## src/rtl/accelbrot_com_abs.sv

```systemverilog
// accelbrot_com_abs: converts a word-serial two's-complement number (LSW first)
// into an unsigned magnitude stream plus one sign bit per number.
// The sign is only known at the last word, so each number is buffered in one
// of two ping-pong banks and then replayed, negated serially when negative.
// Optional feature macro: ACCELBROT_COM_ABS_ZERO_FLAG_EN adds out_zero, which
// flags numbers whose words were all zero.
module accelbrot_com_abs #(
  parameter int WWIDTH = 34,
  parameter int NWORDS = 4
) (
  input  logic              clk,
  input  logic              rstn,
  input  logic [WWIDTH-1:0] in,
  input  logic              in_start,
  input  logic              in_valid,
  output logic [WWIDTH-1:0] out,
  output logic              out_sign,
  output logic              out_start,
  output logic              out_valid
`ifdef ACCELBROT_COM_ABS_ZERO_FLAG_EN
  , output logic            out_zero
`endif
);

  localparam int IW = (NWORDS > 1) ? $clog2(NWORDS) : 1;
  localparam logic [IW-1:0] LAST = IW'(NWORDS - 1);

  // Two banks of NWORDS words each
  logic [WWIDTH-1:0] mem_reg [2][NWORDS];

  // Write side: wr_cnt_reg is the next position to fill; 0 means no frame open
  logic          wr_bank_reg;
  logic [IW-1:0] wr_cnt_reg;
  logic [1:0]    full_reg;
  logic [1:0]    sign_reg;

  // Read side: rd_idx_reg is the index of the word currently on out
  logic          busy_reg;
  logic          rd_bank_reg;
  logic [IW-1:0] rd_idx_reg;
  logic          carry_reg;

  logic          wr_first, wr_more, wr_en, complete;
  logic [IW-1:0] wr_idx;
  logic          rd_last, can_start, next_bank, start, start_sign, cont;
  logic          sel_bank, sel_carry, sel_sign;
  logic [IW-1:0] sel_idx;
  logic [WWIDTH-1:0] rd_word, neg_word, conv_word;
  logic          neg_carry;

  assign wr_first = in_valid && in_start;
  assign wr_more  = in_valid && !in_start && (wr_cnt_reg != '0);
  assign wr_en    = wr_first || wr_more;
  assign wr_idx   = wr_first ? '0 : wr_cnt_reg;
  assign complete = wr_more && (wr_cnt_reg == LAST);

  // A new frame may begin when idle or in the cycle the previous frame emits
  // its last word, so back-to-back numbers stream without gaps. A bank that
  // completes this cycle can start immediately: its word 0 is already stored
  // and its sign is taken straight from the incoming last word.
  assign rd_last    = busy_reg && (rd_idx_reg == LAST);
  assign can_start  = !busy_reg || rd_last;
  assign next_bank  = busy_reg ? ~rd_bank_reg : rd_bank_reg;
  assign start      = can_start && (full_reg[next_bank] || (complete && (wr_bank_reg == next_bank)));
  assign start_sign = full_reg[next_bank] ? sign_reg[next_bank] : in[WWIDTH-1];
  assign cont       = busy_reg && !rd_last;

  // Select which stored word feeds the output register and its carry-in
  always_comb begin
    sel_bank  = rd_bank_reg;
    sel_idx   = rd_idx_reg + IW'(1);
    sel_carry = carry_reg;
    sel_sign  = out_sign;
    if (start) begin
      sel_bank  = next_bank;
      sel_idx   = '0;
      sel_carry = 1'b1;
      sel_sign  = start_sign;
    end
  end

  assign rd_word = mem_reg[sel_bank][sel_idx];
  // Serial negation: ~word + carry, carry-out chains into the next word
  assign {neg_carry, neg_word} = {1'b0, ~rd_word} + {{WWIDTH{1'b0}}, sel_carry};
  assign conv_word = sel_sign ? neg_word : rd_word;

`ifdef ACCELBROT_COM_ABS_ZERO_FLAG_EN
  logic       in_zero;
  logic       zacc_reg;
  logic [1:0] zero_reg;
  logic       start_zero;

  assign in_zero    = (in == '0);
  assign start_zero = full_reg[next_bank] ? zero_reg[next_bank] : (zacc_reg && in_zero);

  // Running all-zero flag of the open frame, latched per bank on completion
  always_ff @(posedge clk) begin
    if (!rstn) begin
      zacc_reg <= 1'b0;
      zero_reg <= '0;
    end else begin
      if (wr_first)
        zacc_reg <= in_zero;
      else if (wr_more)
        zacc_reg <= zacc_reg && in_zero;
      if (complete)
        zero_reg[wr_bank_reg] <= zacc_reg && in_zero;
    end
  end
`endif

  // Word storage; no reset needed, the full flags gate all reads
  always_ff @(posedge clk) begin
    if (wr_en)
      mem_reg[wr_bank_reg][wr_idx] <= in;
  end

  // Input framing: open on in_start, restart on a mid-frame in_start, toggle bank on completion
  always_ff @(posedge clk) begin
    if (!rstn) begin
      wr_bank_reg <= 1'b0;
      wr_cnt_reg  <= '0;
    end else if (wr_first) begin
      wr_cnt_reg <= IW'(1);
    end else if (wr_more) begin
      if (complete) begin
        wr_cnt_reg  <= '0;
        wr_bank_reg <= ~wr_bank_reg;
      end else begin
        wr_cnt_reg <= wr_cnt_reg + IW'(1);
      end
    end
  end

  // Bank status: freed after its last word is emitted, filled on completion
  always_ff @(posedge clk) begin
    if (!rstn) begin
      full_reg <= '0;
      sign_reg <= '0;
    end else begin
      if (rd_last)
        full_reg[rd_bank_reg] <= 1'b0;
      if (complete) begin
        full_reg[wr_bank_reg] <= 1'b1;
        sign_reg[wr_bank_reg] <= in[WWIDTH-1];
      end
    end
  end

  // Read sequencing: word index, current bank and the negation carry
  always_ff @(posedge clk) begin
    if (!rstn) begin
      busy_reg    <= 1'b0;
      rd_bank_reg <= 1'b0;
      rd_idx_reg  <= '0;
      carry_reg   <= 1'b1;
    end else if (start) begin
      busy_reg    <= 1'b1;
      rd_bank_reg <= next_bank;
      rd_idx_reg  <= '0;
      carry_reg   <= neg_carry;
    end else if (cont) begin
      rd_idx_reg <= rd_idx_reg + IW'(1);
      carry_reg  <= neg_carry;
    end else if (rd_last) begin
      busy_reg    <= 1'b0;
      rd_bank_reg <= ~rd_bank_reg;
      carry_reg   <= 1'b1;
    end
  end

  // Registered outputs; cleared between frames
  always_ff @(posedge clk) begin
    if (!rstn) begin
      out       <= '0;
      out_sign  <= 1'b0;
      out_start <= 1'b0;
      out_valid <= 1'b0;
`ifdef ACCELBROT_COM_ABS_ZERO_FLAG_EN
      out_zero  <= 1'b0;
`endif
    end else if (start || cont) begin
      out       <= conv_word;
      out_sign  <= sel_sign;
      out_start <= start;
      out_valid <= 1'b1;
`ifdef ACCELBROT_COM_ABS_ZERO_FLAG_EN
      out_zero  <= start ? start_zero : out_zero;
`endif
    end else begin
      out       <= '0;
      out_sign  <= 1'b0;
      out_start <= 1'b0;
      out_valid <= 1'b0;
`ifdef ACCELBROT_COM_ABS_ZERO_FLAG_EN
      out_zero  <= 1'b0;
`endif
    end
  end

endmodule
```

## config.mk

```make
export PLATFORM = sky130hd
export DESIGN_NAME = accelbrot_com_abs
export DESIGN_NICKNAME = d
export VERILOG_FILES = /design/src/rtl/accelbrot_com_abs.sv
export SDC_FILE = /design/constraint.sdc
export NUM_CORES = 1
export LEC_CHECK = 0
export ABC_CLOCK_PERIOD_IN_PS = 5900
export CORE_MARGIN = 2
export CORE_UTILIZATION = 60
export DETAILED_ROUTE_END_ITERATION = 10
export PLACE_DENSITY = 0.89
export SLEW_MARGIN = 20
export SYNTH_ARGS = -nofsm -noshare
export SYNTH_HDL_FRONTEND = slang
export SYNTH_SLANG_ARGS = --single-unit
```

## constraint.sdc

```tcl
create_clock -name clk -period 5.9 [get_ports clk]
set_input_delay 0.885 -clock clk [delete_from_list [all_inputs] [get_ports clk]]
set_output_delay 0.885 -clock clk [all_outputs]
set_load 0.02 [all_outputs]
```

==> results of run 1 <==
-- power by group --
part	internal, mW	total (mW)	switching, mW
logic	0.0334	0.0888	0.0554
clock network	1.01	1.82	0.819
registers	2.48	2.48	0.00626
total	3.52	4.40	0.880
-- critical path: cells and delay by family --
kind                     cells  cell delay, ps
AND/OR/NAND/NOR              7            2630
AO/OA/AOI/OAI                4             860
buffers and inverters        1             480
adder cells (fa/ha/maj)      2             380
-- routing by layer --
layer / part of all wire / wire, um / vias to the layer above
met3: 0.13 / 4330 / 99
met2: 0.47 / 16300 / 728
met1: 0.37 / 12700 / 4467
met4: 0.033 / 1130 / 0
li1: - / - / 4105
met5: 0 / 0 / -
-- path summary, 6_finish.rpt --
| kind | startpoint | end | cells past startpoint |
|---|---|---|---|
| max | in_start | out[30] | 14 |
| min | sign_reg[1] | sign_reg[1] | 2 |
| max reg2reg | rd_bank_reg | out[30] | 13 |
| min reg2reg | sign_reg[1] | sign_reg[1] | 2 |
-- cell families (layout without fill, tap and decap cells) --
logic type / count (synthesis) / in the layout / share of synthesized area
buffers and inverters: 86 / 172 / 0.0282
flip-flops: 321 / 321 / 0.670
AND/OR/NAND/NOR: 301 / 301 / 0.118
adder cells (fa/ha/maj): 5 / 5 / 0.00458
XOR/XNOR: 13 / 13 / 0.00934
multiplexers: 54 / 54 / 0.0440
AO/OA/AOI/OAI: 230 / 230 / 0.126
-- cells in the final DEF, fill, tap and decap left out, drive strengths merged, types with 24 or more instances in the layout --
cell and count:
a211oi 50, a21oi 24, and3 48, buf 30, clkbuf 36, clkdlybuf4s50 74
dfxtp 49, edfxtp 272, mux2i 33, nand2 64, nand3 39, nor2 55
o21ai 30
-- cell type report --
class | count | area [um^2]
clock inverter | 19 | 135
fill | 1395 | 6840
inverter | 13 | 48.8
timing repair buffer | 104 | 978
clock buffer | 36 | 795
multi-input combinational | 603 | 4200
tap | 285 | 357
sequential | 321 | 9150
-- per-stage QoR --
stage               cells   util  setup slack, ps  instance area [um^2]
floorplan            1010      -             1050                 13700
global route         1381  0.696              810                 15700
global placement     1326  0.655              733                 14700
detailed placement   1326  0.655              603                 14700
finish               1381  0.696             1080                 15700
CTS                  1381  0.696              915                 15700
==> run summary, run 1 <==
The number of detailed-routing iterations run before antenna repair came out at 5. The overflow left after global routing came out at 0. The number of DRC violations after detailed routing came out at 0. The global routing met1 resource utilization came out at 0.389. The count of input and output buffers came out at 74.

For the pin with the worst max-slew slack, the measured transition is 1050 ps. Yosys instantiated no cell more often than edfxtp_1. In this run, the number of DRC markers left after iteration 0 of detailed routing was 1258. The area of the placeable core is 0.0225 mm^2. The leakage power of the design is 5.11 nW. The global placer's final weighted congestion came out at 0.829. In this run the most used layer during global routing was met2. The number of antenna diodes in the final layout is 0. The biggest area contributor in the post-synthesis netlist is edfxtp_1.

The share of the cycle needed by the critical path after routing is 0.817. The run finished with clean final reports. The maximum VDD drop came out at 0.218 mV. The count of instances resized after the clock tree is built came out at 0. The worst setup slack for register-to-register paths came out at 1100 ps. The total power draw is 4.40 mW. A synthesized cell averages 13.5 um^2. The clock insertion delay at the later pin of the skew report came out at 580 ps. The number of nets produced by synthesis is 1053.

The area overhead of the layout relative to synthesis is 14.6%. The clock net in this run drives a total of 321 sinks. The number of endpoints with negative hold slack in the final report is 0. The power density over the cells came out at 281 mW/mm^2. Across all hold checks on the routed design, the worst slack comes to 476 ps.

The post-route minimum period is 4820 ps. The share of the yosys chip area belonging to registers came out at 0.670. In the synthesized netlist, the cells that appear most often are edfxtp_1, nand2_1, nor2_1. The met3 track demand over resource came out at 0.0588. The setup TNS after final layout came out at 0 ps.

The most instantiated flip-flop cell in the synthesis netlist is edfxtp_1. The path type of the worst setup path is in2reg. The global routing usage summed across all routing layers is 0.287. The flip-flop and latch count after synthesis came out at 321. The half-perimeter wire length of the detailed placement result came out at 20500 um.

The slowest stage of the critical path belongs to the cell nand2_2. The starting density of the core is 0.607. The root buffer cell is clkbuf_16.

Once detail routing completed, the nets flagged for antenna violations numbered 0. The floorplan step defined a die boundary enclosing 0.0240 mm^2. The number of hold-repair buffers added at the cts stage came out at 0. The netlist area before placement came out at 0.0137 mm^2.

The flip-flop count of the largest register after layout came out at 272. For this run, the post-layout net count is 1117. Once the clock tree was built, the setup fixing pass inserted 0 buffers. The routed wire length per instance came out at 25.0 um. The element type at the critical path end is a flop. The clock-pin slew of the registers on the worst-case setup and hold paths is 60 ps. The proportion of layout cells with a drive suffix above 1 is 0.120. Setup repair after global routing left no endpoint under its margin. The gate count of the mapped netlist is 1010. The delay of the slowest cell on the worst path is 540 ps. The met2 track utilization from global routing came out at 0.456.

The total length of routed wires came out at 34500 um. Row generation in the floorplan step produced 55 rows. The cell seen most often among critical-path stages is ha_1. Across the run, the number of max-cap violations was 0. The tightest min-delay check is of the reg2reg type. The count of final setup violators came out at 0.

The fraction of synthesis flops using an asynchronous set or reset pin came out at 0. The floorplan step set the die width to 155 um. At the worst endpoint, the required time is 6330 ps.

The number of antenna violations at the first check in global routing was 0. The headroom to the max-slew limit came out at 0.297. Of all nets on the critical path, the largest fanout is 34. The maximum number of pins on one net before global-route repair came out at 55. The count of vias placed by the detailed router is 9399.

The maximum buffer depth of the clock tree came out at 3. The critical path data arrival time came out at 5250 ps. The count of distinct cell types in the synthesized netlist came out at 79. The warning count from the yosys run is 0.

Between clock sinks in the finished design, the worst skew comes to 15.2 ps. The portion of synthesized cell area occupied by the leading cell type came out at 0.598. The worst setup path is launched from an input pin. By area the synthesized netlist is led by edfxtp_1, dfxtp_1, a211oi_1. The highest clock frequency the design can meet is 207 MHz. In this run the vertical extent of the chip is 155 um. The clock tree from TritonCTS is built. The via count of the first global-routing pass is 9063. The number of enable-type register cells in the synthesized netlist came out at 272. The mean number of vias per cell came out at 6.81. The number of buffers created by CTS is 31. The final number of max-transition violations came out at 0. The maximum level of the CTS H-tree is 1. The first global-routing pass estimated 52700 um of wire. The signal on the critical path passes through clkdlybuf4s50_1 -> nand4bb_1 -> o311ai_4 -> nand2_2 -> nand2_1 -> and3_1 -> a211oi_1 -> a31oi_1 -> ha_1 -> ha_1 -> or3b_2 -> or2_2 -> nor2_1 -> o211ai_1. 75 I/O pins were placed.
Power figures use the tool's default switching activity.
==> inputs of run 2 (changes only) <==
--- a/config.mk
+++ b/config.mk
@@ -5,11 +5,11 @@
 export SDC_FILE = /design/constraint.sdc
 export NUM_CORES = 1
 export LEC_CHECK = 0
-export ABC_CLOCK_PERIOD_IN_PS = 5900
+export ABC_CLOCK_PERIOD_IN_PS = 3930
 export CORE_MARGIN = 2
-export CORE_UTILIZATION = 60
+export CORE_UTILIZATION = 54
 export DETAILED_ROUTE_END_ITERATION = 10
-export PLACE_DENSITY = 0.89
+export PLACE_DENSITY = 0.85
 export SLEW_MARGIN = 20
 export SYNTH_ARGS = -nofsm -noshare
 export SYNTH_HDL_FRONTEND = slang
==> constraint.sdc (replaced) <==
create_clock -name clk -period 3.93 [get_ports clk]
set_input_delay 0.5895 -clock clk [delete_from_list [all_inputs] [get_ports clk]]
set_output_delay 0.5895 -clock clk [all_outputs]
set_load 0.02 [all_outputs]
==> run summary, run 2 (synthesis gave the netlist of run 1 again) <==
The count of inserted antenna diode cells came to 0 (unchanged). The global routing usage summed across all routing layers is 0.269 (was 0.287). The starting DRC count in detailed routing came to 1415 (was 1258). Setup repair after global routing missed its margin: false (unchanged). The routed wire length per instance is 22.8 um (was 25.0 um).

The total clock sinks came to 321 (unchanged). The cell seen most often among critical-path stages is or4_1 (was ha_1). The area overhead of the layout relative to synthesis is 22.5% (was 14.6%). The endpoint of the worst register-to-register path is out[23] (was out[30]).

The clock-pin slew of the registers on the worst-case setup and hold paths was 70 ps (was 60 ps). The critical path data arrival time is 4360 ps (was 5250 ps). The flip-flop count of the largest register after layout came out at 272 (unchanged).

The clock network power share came out at 0.420 (was 0.415). The reg-to-reg startpoint was rd_bank_reg (unchanged). The number of hold-repair buffers added at the cts stage came out at 0 (unchanged). The half-perimeter wire length of the detailed placement result is 22800 um (was 20500 um). The type of element launching the critical path was a flop (was input pin). The maximum level of the CTS H-tree is 1 (unchanged). The number of nets in the finished design is 1233 (was 1117). Cells along the critical path: buf_4 -> xnor3_1 -> and3_1 -> a211o_1 -> buf_4 -> a211oi_1 -> or4_1 -> nand2_1 -> or4_1 -> or4_1 -> nand3_1 (was clkdlybuf4s50_1 -> nand4bb_1 -> o311ai_4 -> nand2_2 -> nand2_1 -> and3_1 -> a211oi_1 -> a31oi_1 -> ha_1 -> ha_1 -> or3b_2 -> or2_2 -> nor2_1 -> o211ai_1). The area of the die came to 0.0266 mm^2 (was 0.0240 mm^2). Most frequent cells in the layout: edfxtp_1, buf_4, clkdlybuf4s50_1 (was edfxtp_1, clkdlybuf4s50_1, nand2_1). The remaining antenna violation count after routing is 0 (unchanged). The number of buffers created by CTS came out at 30 (was 31). The x dimension of the die came to 163 um (was 155 um). The global placer's final weighted congestion came out at 0.867 (was 0.829). The post-route minimum period is 3840 ps. The maximum clock skew at final layout is 24.4 ps (was 15.2 ps).

The first-pass GRT wire length was 54800 um (was 52700 um). The number of antenna violations at the first check in global routing is 0 (unchanged). The via count of the first global-routing pass is 9720 (was 9063).

The maximum VDD drop came out at 0.282 mV (was 0.218 mV). The number of maximum-capacitance violations is 0 (unchanged). The worst setup slack for register-to-register paths came out at 90 ps (was 1100 ps). The switching power summed over all nets came to 1.31 mW (was 0.880 mW).

The number of detailed-routing iterations run before antenna repair came out at 8 (was 5). The maximum buffer depth of the clock tree came out at 3 (unchanged). The endpoint required time on the critical path came out at 4450 ps (was 6330 ps). The worst hold path startpoint is sign_reg[1] (unchanged). The fraction of power consumed by combinational cells is 0.022 (was 0.020). The proportion of layout cells with a drive suffix above 1 came to 0.213 (was 0.120). The worst min-delay path class is reg2reg (unchanged).

The cell count along the critical path is 11 (was 14). The worst reg-to-reg path cell count is 11 (was 13). The number of buffer and inverter instances along the worst setup path came out at 2 (was 1). The hold path depth is 2 (unchanged). The worst setup slack after placement is -197 ps (was 603 ps). The clock tree from TritonCTS was built (unchanged). The element type at the critical path end was a flop (unchanged). The endpoint of the worst hold path is sign_reg[1] (unchanged). The overflow left after global routing is 0 (unchanged). The cell at the slowest stage of the critical path was or4_1 (was nand2_2). The largest fanout on the critical path is 14 (was 34). The post-route cell area is 0.0167 mm^2 (was 0.0157 mm^2). The total length of routed wires is 35200 um (was 34500 um). The delay of the slowest cell on the worst path is 660 ps (was 540 ps).

The register share of total power is 0.558 (was 0.565). The internal power of the cells came out at 5.37 mW (was 3.52 mW). The leakage power of the design came out at 5.69 nW (was 5.11 nW). The worst slack on hold paths came out at 471 ps (was 476 ps).

The starting density of the core came to 0.546 (was 0.607). The path type of the worst setup path is reg2reg (was in2reg). The placed cell area came out at 0.0158 mm^2 (was 0.0147 mm^2). The slew at the pin with the worst max-slew slack came out at 694 ps (was 1050 ps). The root buffer cell is clkbuf_16 (unchanged).

The clock insertion delay at the later pin of the skew report is 570 ps (was 580 ps). The maximum number of pins on one net before global-route repair is 35 (was 55). The count of input and output buffers came to 74 (unchanged). The count of final setup violators is 0 (unchanged). The placement row count came out at 58 (was 55). The layout filler cell count is 1646 (was 1395). The most common library cell in the layout ignoring fill and taps was edfxtp_1 (unchanged). The I/O pin total is 75 (unchanged). The number of DRC violations after detailed routing is 0 (unchanged). The vertical die dimension was 163 um (was 155 um). Result of the run: completed (unchanged). The area of the placeable core came out at 0.0250 mm^2 (was 0.0225 mm^2). Dividing the final minimum period by the clock period gives 0.977. The mean number of vias per cell came out at 6.38 (was 6.81). The net switching fraction of the power is 0.196 (was 0.200). The number of endpoints with negative hold slack in the final report is 0 (unchanged).

The highest clock frequency the design can meet is 260 MHz. The final number of max-transition violations came out at 0 (unchanged). The count of vias placed by the detailed router was 9818 (was 9399). The power density over the cells came to 399 mW/mm^2 (was 281 mW/mm^2). The dominant delay contributor by cell family on the critical path is simple AND/OR/NAND/NOR gates (unchanged). The headroom to the max-slew limit is 0.532 (was 0.297).

The worst-case setup margin in the final layout is 89.3 ps (was 1080 ps).
==> run 2: cell type report <==
cell class,count,area (um^2),area share
clock buffer,36,773,0.0462
clock inverter,16,169,0.0101
inverter,13,48.8,0.00291
multi-input combinational,603,4280,0.255
sequential,321,9150,0.547
tap,330,413,0.0247
timing repair buffer,221,1910,0.114
==> run 2: power by group through the flow <==
stage                     Clock [mW]  Sequential (mW)  Combinational [mW]
after global placement             0             3.80               0.137
after floorplan                    0             3.80              0.0391
after global routing            2.95             3.73               0.156
final                           2.81             3.73               0.145
after detailed placement           0             3.80               0.142
after CTS                       2.83             3.73               0.143
==> run 2: stage by stage <==
step,cells,TNS [ps],power (mW),utilization
2_1_floorplan,1010,-1720,3.84,-
6_report,1540,0,6.68,0.669
5_1_grt,1540,0,6.83,0.669
3_3_place_gp,1485,-334,3.93,0.630
3_5_place_dp,1485,-2190,3.94,0.630
4_1_cts,1537,0,6.70,0.667
==> run 2: per-layer routing <==
layer / vias to the layer above / routed length, um / GRT usage
met3: 115 / 3670 / 0.0452
met2: 634 / 16800 / 0.445
li1: 4339 / - / -
met5: - / 0 / 0
met1: 4730 / 13400 / 0.360
met4: 0 / 1280 / 0.105
==> run 2: what timing repair did <==
action	CTS	global route
resized for setup	0	2
buffers inserted	0	3
endpoints found under the setup margin	0	4
==> run 2: worst max-delay path by stage <==
stage,from,endpoint,slack [ps]
floorplan,in_start,out[8],-140
global route,rd_bank_reg,out[23],9
CTS,rd_bank_reg,out[23],70
global placement,in_start,out[27],-60
detailed placement,in_start,out[23],-200
finish,rd_bank_reg,out[23],90
==> run 2: worst reg2reg max path: stages, from the launching register on <==
cell,delay [ps]
dfxtp_1,360
buf_4,210
xnor3_1,500
and3_1,290
a211o_1,300
buf_4,180
a211oi_1,270
or4_1,210
nand2_1,160
or4_1,660
or4_1,570
nand3_1,90
==> inputs of run 3 (changes only) <==
--- a/config.mk
+++ b/config.mk
@@ -6,8 +6,10 @@
 export NUM_CORES = 1
 export LEC_CHECK = 0
 export ABC_CLOCK_PERIOD_IN_PS = 3930
+export CAP_MARGIN = 15
 export CORE_MARGIN = 2
 export CORE_UTILIZATION = 54
+export CTS_CLUSTER_SIZE = 10
 export DETAILED_ROUTE_END_ITERATION = 10
 export PLACE_DENSITY = 0.85
 export SLEW_MARGIN = 20
==> run summary, run 3 (synthesis gave the netlist of run 1 again) <==
Result of the run: completed (unchanged). The final number of max-transition violations came out at 0 (unchanged). The vertical die dimension is 163 um (unchanged). The clock-pin slew of the registers on the worst-case setup and hold paths was 50 ps (was 70 ps). The starting density of the core is 0.546 (unchanged). The number of detailed-routing iterations run before antenna repair is 6 (was 8).

The remaining antenna violation count after routing is 0 (unchanged). The worst setup slack for register-to-register paths came out at 3 ps (was 90 ps). The count of input and output buffers is 74 (unchanged). The most common library cell in the layout ignoring fill and taps is edfxtp_1 (unchanged).

The worst-case setup margin in the final layout was 3.15 ps (was 89.3 ps). The hold path depth is 2 (unchanged). The I/O pin total is 75 (unchanged). The post-route cell area came out at 0.0169 mm^2 (was 0.0167 mm^2).

The worst setup slack after placement came to -197 ps (unchanged). The element type at the critical path end is a flop (unchanged). The highest clock frequency the design can meet is 255 MHz (was 260 MHz). The share of the cycle needed by the critical path after routing came to 0.999 (was 0.977). The proportion of layout cells with a drive suffix above 1 is 0.218 (was 0.213). The global placer's final weighted congestion is 0.867 (unchanged).

The worst reg-to-reg path cell count is 12 (was 11). The critical path data arrival time came out at 4390 ps (was 4360 ps). The slew at the pin with the worst max-slew slack came out at 722 ps (was 694 ps). The footprint of the multi-input gates came out at 0.00428 mm^2 (about the same).

Setup repair after global routing missed its margin: true (was false). The largest fanout on the critical path is 14 (unchanged). The starting DRC count in detailed routing came out at 1514 (was 1415). The half-perimeter wire length of the detailed placement result came out at 22800 um (unchanged).

The total power draw is 6.96 mW (was 6.68 mW). The path type of the worst setup path is reg2reg (unchanged). The count of final setup violators came out at 0 (unchanged). The number of DRC violations after detailed routing is 0 (unchanged).

The post-route minimum period is 3930 ps (was 3840 ps). The count of inserted antenna diode cells came out at 0 (unchanged). The total length of routed wires is 36700 um (was 35200 um). The endpoint required time on the critical path is 4390 ps (was 4450 ps).

The count of vias placed by the detailed router came out at 10027 (was 9818). The maximum level of the CTS H-tree came to 2 (was 1). The critical path launch point is rd_bank_reg (unchanged). The number of endpoints with negative hold slack in the final report came out at 0 (unchanged). Most frequent cells in the layout: edfxtp_1, buf_4, clkdlybuf4s50_1 (unchanged).

The total clock sinks was 321 (unchanged). The leakage power of the design is 5.77 nW (was 5.69 nW). The endpoint of the worst register-to-register path is out[27] (was out[23]). The first-pass GRT wire length is 56000 um (was 54800 um). The global routing usage summed across all routing layers came out at 0.278 (was 0.269). The mean number of vias per cell is 6.51 (was 6.38).

The layout filler cell count is 1624 (was 1646). The combined flip-flop and latch cell area was 0.00915 mm^2 (unchanged). The flip-flop count of the largest register after layout is 272 (unchanged).

The power density over the cells is 413 mW/mm^2 (was 399 mW/mm^2). The root buffer cell is clkbuf_16 (unchanged). The number of buffers created by CTS came out at 38 (was 30). The placement row count came out at 58 (unchanged).

The area of the die came to 0.0266 mm^2 (unchanged). The maximum VDD drop is 0.275 mV (was 0.282 mV). The number of nets in the finished design is 1241 (was 1233). The number of antenna violations at the first check in global routing is 1 (was 0). The routed wire length per instance was 23.8 um (was 22.8 um).

The via count of the first global-routing pass is 10015 (was 9720). The overflow left after global routing is 0 (unchanged). The placed cell area came out at 0.0158 mm^2 (unchanged). The endpoint of the worst hold path is sign_reg[1] (unchanged).

The worst hold path startpoint is sign_reg[1] (unchanged). The number of hold-repair buffers added at the cts stage came out at 0 (unchanged). The x dimension of the die is 163 um (unchanged).

The post-route core utilization is 0.674 (was 0.669). The maximum clock skew at final layout is 11.9 ps (was 24.4 ps). The clock insertion delay at the later pin of the skew report came out at 520 ps (was 570 ps).

The worst min-delay path class is reg2reg (unchanged). The maximum number of pins on one net before global-route repair is 35 (unchanged). The reg-to-reg startpoint is rd_bank_reg (unchanged). The headroom to the max-slew limit came to 0.514 (was 0.532).

The setup TNS after final layout was 0 ps (unchanged). The area of the placeable core is 0.0250 mm^2 (unchanged). The area overhead of the layout relative to synthesis came out at 23.5% (was 22.5%).

The type of element launching the critical path was a flop (unchanged). The clock tree from TritonCTS was built (unchanged). The maximum buffer depth of the clock tree came out at 3 (unchanged). The number of maximum-capacitance violations came out at 0 (unchanged).
run 3: power breakdown:
| group | leakage, nW | internal (mW) | switching, mW | total (mW) |
|---|---|---|---|---|
| Combinational | 2.39 | 0.0594 | 0.0883 | 0.148 |
| Clock | 0.521 | 1.81 | 1.27 | 3.08 |
| Sequential | 2.86 | 3.72 | 0.00951 | 3.73 |
| Total | 5.77 | 5.59 | 1.37 | 6.96 |
run 3: worst max path at each step:
stage	end	slack, ps	cells after the start
3_3_place_gp	out[27]	-60	17
6_report	out[27]	3	12
2_1_floorplan	out[8]	-140	21
3_5_place_dp	out[23]	-200	13
4_1_cts	out[23]	90	11
5_1_grt	carry_reg	-80	13
run 3: critical path, stage by stage, from the launching register on:
cell      delay, ps
dfxtp_1         360
buf_4           210
xnor3_2         490
and3_1          290
a211o_4         430
buf_4           180
a211oi_1        380
or4_4           240
nand3b_1        180
nor4_4          490
buf_4           190
nor4bb_1        220
a211o_1         170
run 3: final cells by class:
cell class	count	area share
clock buffer	49	0.0607
clock inverter	4	0.00230
inverter	13	0.00289
multi-input combinational	603	0.254
sequential	321	0.543
tap	330	0.0245
timing repair buffer	221	0.113
run 3: metrics by stage:
stage / instances / hold slack (ps)
2_1_floorplan: 1010 / 440
3_3_place_gp: 1485 / 453
3_5_place_dp: 1485 / 464
4_1_cts: 1538 / 472
5_1_grt: 1541 / 497
6_report: 1541 / 470
run 3: what timing repair did:
item	CTS	global route
endpoints found under the setup margin	0	7
gates resized for setup	0	6
hold endpoints to repair	0	0
buffers inserted	0	3
run 3: routing by layer:
layer / vias up / routed length, um / global-route usage
li1: 4357 / - / -
met1: 4806 / 13600 / 0.360
met2: 729 / 17500 / 0.451
met3: 133 / 4010 / 0.0569
met4: 2 / 1610 / 0.136
met5: - / 19 / 0
